<file path="src/rtl/percent_digit_splitter_pkg.sv">
// Shared widths and the BCD digit triple used by the percentage display path.
package percent_digit_splitter_pkg;

    localparam int PCT_W = 8;
    localparam int BCD_W = 4;

    typedef struct packed {
        logic [BCD_W-1:0] hundreds;
        logic [BCD_W-1:0] tens;
        logic [BCD_W-1:0] units;
    } digits_t;

endpackage

</file>
<file path="src/rtl/percent_digit_splitter_bin8_to_bcd3.sv">
// Combinational double dabble: 8-bit binary to three BCD nibbles.
module percent_digit_splitter_bin8_to_bcd3
    import percent_digit_splitter_pkg::*;
(
    input  logic [PCT_W-1:0] bin_i,
    output digits_t          digits_o
);

    localparam int SCR_W = 3 * BCD_W + PCT_W;

    // Scratch is {bcd[11:0], bin[7:0]}; one add-3/shift round per input bit.
    logic [PCT_W:0][SCR_W-1:0]   stage;
    logic [PCT_W-1:0][SCR_W-1:0] adj;

    assign stage[0] = {{(3 * BCD_W){1'b0}}, bin_i};

    generate
        for (genvar gi = 0; gi < PCT_W; gi++) begin : g_round
            assign adj[gi][PCT_W-1:0] = stage[gi][PCT_W-1:0];
            for (genvar gj = 0; gj < 3; gj++) begin : g_nibble
                assign adj[gi][PCT_W + BCD_W*gj +: BCD_W] =
                    (stage[gi][PCT_W + BCD_W*gj +: BCD_W] >= 4'd5)
                        ? stage[gi][PCT_W + BCD_W*gj +: BCD_W] + 4'd3
                        : stage[gi][PCT_W + BCD_W*gj +: BCD_W];
            end
            assign stage[gi+1] = {adj[gi][SCR_W-2:0], 1'b0};
        end
    endgenerate

    assign digits_o.hundreds = stage[PCT_W][PCT_W + 2*BCD_W +: BCD_W];
    assign digits_o.tens     = stage[PCT_W][PCT_W + BCD_W   +: BCD_W];
    assign digits_o.units    = stage[PCT_W][PCT_W           +: BCD_W];

endmodule

</file>
<file path="src/rtl/percent_digit_splitter.sv">
// Clamps a binary percentage, splits it into BCD digits and registers the result.
module percent_digit_splitter
    import percent_digit_splitter_pkg::*;
#(
    parameter int MAX_PCT = 100
) (
    input  logic             clk,
    input  logic             rst_n,
    input  logic [PCT_W-1:0] Percentage,
    input  logic             In_valid,
    output logic [BCD_W-1:0] Hundreds,
    output logic [BCD_W-1:0] Tens,
    output logic [BCD_W-1:0] Units,
    output logic             Out_valid,
    output logic             Overflow
);

    localparam logic [PCT_W-1:0] MAX_PCT_V = PCT_W'(MAX_PCT);

    logic [PCT_W-1:0] clamped;
    logic             over;
    digits_t          conv;

    digits_t digits_q, digits_d;
    logic    overflow_q, overflow_d;
    logic    valid_q, valid_d;

    assign over    = (Percentage > MAX_PCT_V);
    assign clamped = over ? MAX_PCT_V : Percentage;

    percent_digit_splitter_bin8_to_bcd3 u_bcd (
        .bin_i    (clamped),
        .digits_o (conv)
    );

    // Digits and flag hold while idle; only the valid strobe drops.
    always_comb begin
        digits_d   = digits_q;
        overflow_d = overflow_q;
        valid_d    = 1'b0;
        if (In_valid) begin
            digits_d   = conv;
            overflow_d = over;
            valid_d    = 1'b1;
        end
    end

    always_ff @(posedge clk) begin
        if (!rst_n) begin
            digits_q   <= '0;
            overflow_q <= 1'b0;
            valid_q    <= 1'b0;
        end else begin
            digits_q   <= digits_d;
            overflow_q <= overflow_d;
            valid_q    <= valid_d;
        end
    end

    assign Hundreds  = digits_q.hundreds;
    assign Tens      = digits_q.tens;
    assign Units     = digits_q.units;
    assign Overflow  = overflow_q;
    assign Out_valid = valid_q;

endmodule

</file>
<file path="config.mk">
export PLATFORM = sky130hd
export DESIGN_NAME = percent_digit_splitter
export DESIGN_NICKNAME = d
export VERILOG_FILES = /design/src/rtl/percent_digit_splitter_pkg.sv /design/src/rtl/percent_digit_splitter_bin8_to_bcd3.sv /design/src/rtl/percent_digit_splitter.sv
export SDC_FILE = /design/constraint.sdc
export NUM_CORES = 1
export LEC_CHECK = 0
export ABC_CLOCK_PERIOD_IN_PS = 11600
export BUFFER_PORTS_ARGS = -buffer_cell sky130_fd_sc_hd__buf_2
export CAP_MARGIN = 20
export CORE_MARGIN = 2
export CORE_UTILIZATION = 25
export CTS_CLUSTER_DIAMETER = 200
export DETAILED_ROUTE_END_ITERATION = 10
export SYNTH_ARGS = -nofsm -noshare
export SYNTH_HDL_FRONTEND = slang
export SYNTH_SLANG_ARGS = --single-unit
</file>
<file path="constraint.sdc">
create_clock -name clk -period 11.6 [get_ports clk]
set_input_delay 1.74 -clock clk [delete_from_list [all_inputs] [get_ports clk]]
set_output_delay 1.74 -clock clk [all_outputs]
set_load 0.01 [all_outputs]
</file>
==> flow_summary_export.csv <==
group,metric,value,unit
die,rows,26,
worst_setup_path,crit_required,11.77,ns
finish,fillCellCount,555,
placed_design,dp_hpwl,2190,um
detailed_routing,dr.pass1.iters,6,
power_and_ir_drop,p_leak,0.661,nW
power_and_ir_drop,sequentialPowerShare,0.290,
detailed_routing,routed_wl,2810,um
detailed_routing,dr_total_vias,1169,
timing,tns,0,ns
clocking,htreeDepth,1,
clocking,post_cts_buffers,0,
grt,grt_pass1_vias,1082,
clocking,clock_latency,0.24,ns
grt,grt.overflow.total,0,
timing,fin_crit_sh,0.517,
clocking,cts_resized,0,
power_and_ir_drop,p_clk_frac,0.280,
die,dieArea,5710,um2
clocking,cts_buffers,3,
power_and_ir_drop,p_int,0.000106,W
detailed_routing,vias_per_cell,4.87,
timing,clock_skew,0,ns
grt,grt_pass1_wl,4740,um
worst_setup_path,slowest_stage,"a2111o_1",
worst_setup_path,end_kind,"flop",
synthesis,synthCells,150,
timing,fmax,167,MHz
clocking,cts_tree,"yes",
timing,fin_ws,5.61,ns
die,fp.coreArea,5010,um2
placed_design,place_ws,5.35,ns
synthesis,postSynthAreaPerCell,8.54,um2
placed_design,port_buffers,22,
detailed_routing,final_antenna_net_count,0,
die,dieHeight,75.6,um
timing,finalSetupViolCount,0,
grt,antenna_found_initial,0,
clocking,clockBufferDepth,2,
clocking,postCtsHoldBufs,0,
finish,multiInputGateArea,960,um2
synthesis,ys_types,59,
worst_setup_path,crit_top_cell,"ha_1",
outcome,status,"completed",
grt,grtUsageTotal,0.109,
worst_setup_path,worst_path_largest_cell_delay,0.38,ns
finish,area_growth,16.3,%
detailed_routing,drc,0,
synthesis,synth_area,1280,um2
detailed_routing,drtIter0Drc,101,
power_and_ir_drop,peakVddDrop,35.2,uV
detailed_routing,wl_per_cell,11.7,um
timing,worstMarginPinSlew,0.602,ns
worst_setup_path,crit_type,"input pin to flop",
synthesis,yosysSeqAreaShare,0.188,
finish,final_nets,191,
finish,final_common_cell,"buf_2",
synthesis,ys_ff_latch,12,
clocking,cts_root_buf,"clkbuf_8",
power_and_ir_drop,switching_share,0.356,
timing,fin_crit,5.99,ns
worst_setup_path,crit_family,"simple AND/OR/NAND/NOR gates",
power_and_ir_drop,p_comb_frac,0.430,
finish,seqCellArea,240,um2
synthesis,synth_edf_count,0,
synthesis,ys_async_sr_fraction,0,
finish,insertedDiodeCount,0,
die,ios,25,
clocking,clock_sinks,12,
power_and_ir_drop,p_per_area,111,nW/um2
finish,fin_util,0.297,
timing,hold_viol,0,
worst_setup_path,cp-start-kind,"input pin",
synthesis,yosysWarnings,0,
finish,layout-drive-gt1-share,0.282,
worst_setup_path,crit_fanout,9,
synthesis,synth_ff_type,"dfxtp_1",
worst_setup_path,crit_arrival,6.16,ns
min_path,hp-class,"flop to flop",
worst_setup_path,path_buf_inv,2,
die,start_util,0.256,
worst_setup_path,path_cells,"buf_2 -> o211a_4 -> nor3_4 -> and2_2 -> ha_1 -> o41ai_2 -> nand2_1 -> inv_1 -> ha_1 -> or2_2 -> or2_2 -> o22ai_1 -> a21o_1 -> ha_1 -> nand2b_1 -> nand2_1 -> o211a_4 -> xnor2_1 -> ha_1 -> nand2b_1 -> a2111o_1 -> o211ai_1",
timing,rsz0062_at_grt,"false",
finish,final_cell_mix,"buf_2, nand2_1, dfxtp_1",
placed_design,gp_congestion,0.740,
timing,finalMaxSlewViolations,0,
power_and_ir_drop,power.switching,0.0000589,W
die,dieWidth,75.6,um
job,drv_cap,0,
grt,grt_max_degree,16,
clocking,clk_pin_slew,0.05,ns
timing,relSlewSlack,0.597,
## power by group through the flow
stage               combinational, W  clock [W]  sequential, W
global placement           0.0000698          0      0.0000488
global route               0.0000797  0.0000498      0.0000486
detailed placement         0.0000704          0      0.0000489
floorplan                  0.0000536          0      0.0000511
CTS                        0.0000707  0.0000478      0.0000480
finish                     0.0000711  0.0000462      0.0000480
## path summary, 6_finish.rpt
| check | cells past startpoint | start | end | slack, ns |
|---|---|---|---|---|
| hold / removal | 2 | Tens[3] | Tens[3] | 0.46 |
| hold reg to reg | 2 | Tens[3] | Tens[3] | 0.46 |
| setup / recovery | 22 | Percentage[4] | Units[2] | 5.61 |
| setup reg to reg | 2 | Hundreds[0] | Hundreds[0] | 10.93 |
## routing by layer
metal	global-route usage	vias up	part of all wire
li1	-	591	-
met1	0.122	549	0.43
met2	0.199	24	0.52
met3	0.0278	5	0.032
met4	0.0351	0	0.016
met5	0	-	0
## cell usage after synthesis, drive strengths merged (2+ instances only)
cell type,n,share of area
nand2b,5,0.024
nand3b,6,0.048
a21oi,4,0.016
or3,2,0.011
a2111o,2,0.018
nand2,15,0.044
nor2,10,0.029
nor3,2,0.021
a21boi,2,0.012
o31ai,2,0.022
dfxtp,12,0.19
inv,10,0.029
nand4,2,0.0098
o21ai,5,0.020
mux2,2,0.018
xor2,2,0.014
o211a,3,0.035
o211ai,4,0.023
o311ai,2,0.027
or4,2,0.012
ha,9,0.088
mux2i,5,0.045
o2111ai,2,0.014
nor3b,2,0.012
nor2b,4,0.020
clkbuf,2,0.0059
nand3,4,0.016
buf,6,0.034
or2,2,0.0098
and2,3,0.016
## flip-flops by register name, summed over array words and instances, names as in the netlist
signal and cells:
Tens 4, Out_valid 1, Hundreds 2, Units 4
Overflow 1
## tightest hold or removal path, cell delays in order, from the launching register on
cell and delay [ns]:
dfxtp_1 0.32, nand2_1 0.05, nand3_1 0.06
## per-stage QoR
step                      cell area (um2)  instances  power, W  hold WS, ns
after floorplan                      1290        152  0.000105        0.482
after CTS                            1490        240  0.000167        0.460
after global routing                 1490        240  0.000178        0.466
after detailed placement             1440        236  0.000119        0.448
final                                1490        240  0.000165        0.456
after global placement               1440        236  0.000119        0.441
## cells by family after synthesis
logic type / share of synthesized area
and+or+nand+nor: 0.287
muxes: 0.0625
other: 0.00293
buffers and inverters: 0.0693
DFF: 0.187
adders and majority gates: 0.0879
xor gates and xnor gates: 0.0205
AOI/OAI and AO/OA: 0.282
## area by class of cell
type,count,share of cell area
Clock buffer,4,0.0369
Timing Repair Buffer,22,0.0739
Sequential cell,12,0.161
Inverter,10,0.0252
Multi-Input combinational cell,122,0.644
Tap cell,70,0.0588
Power figures use the tool's default switching activity.
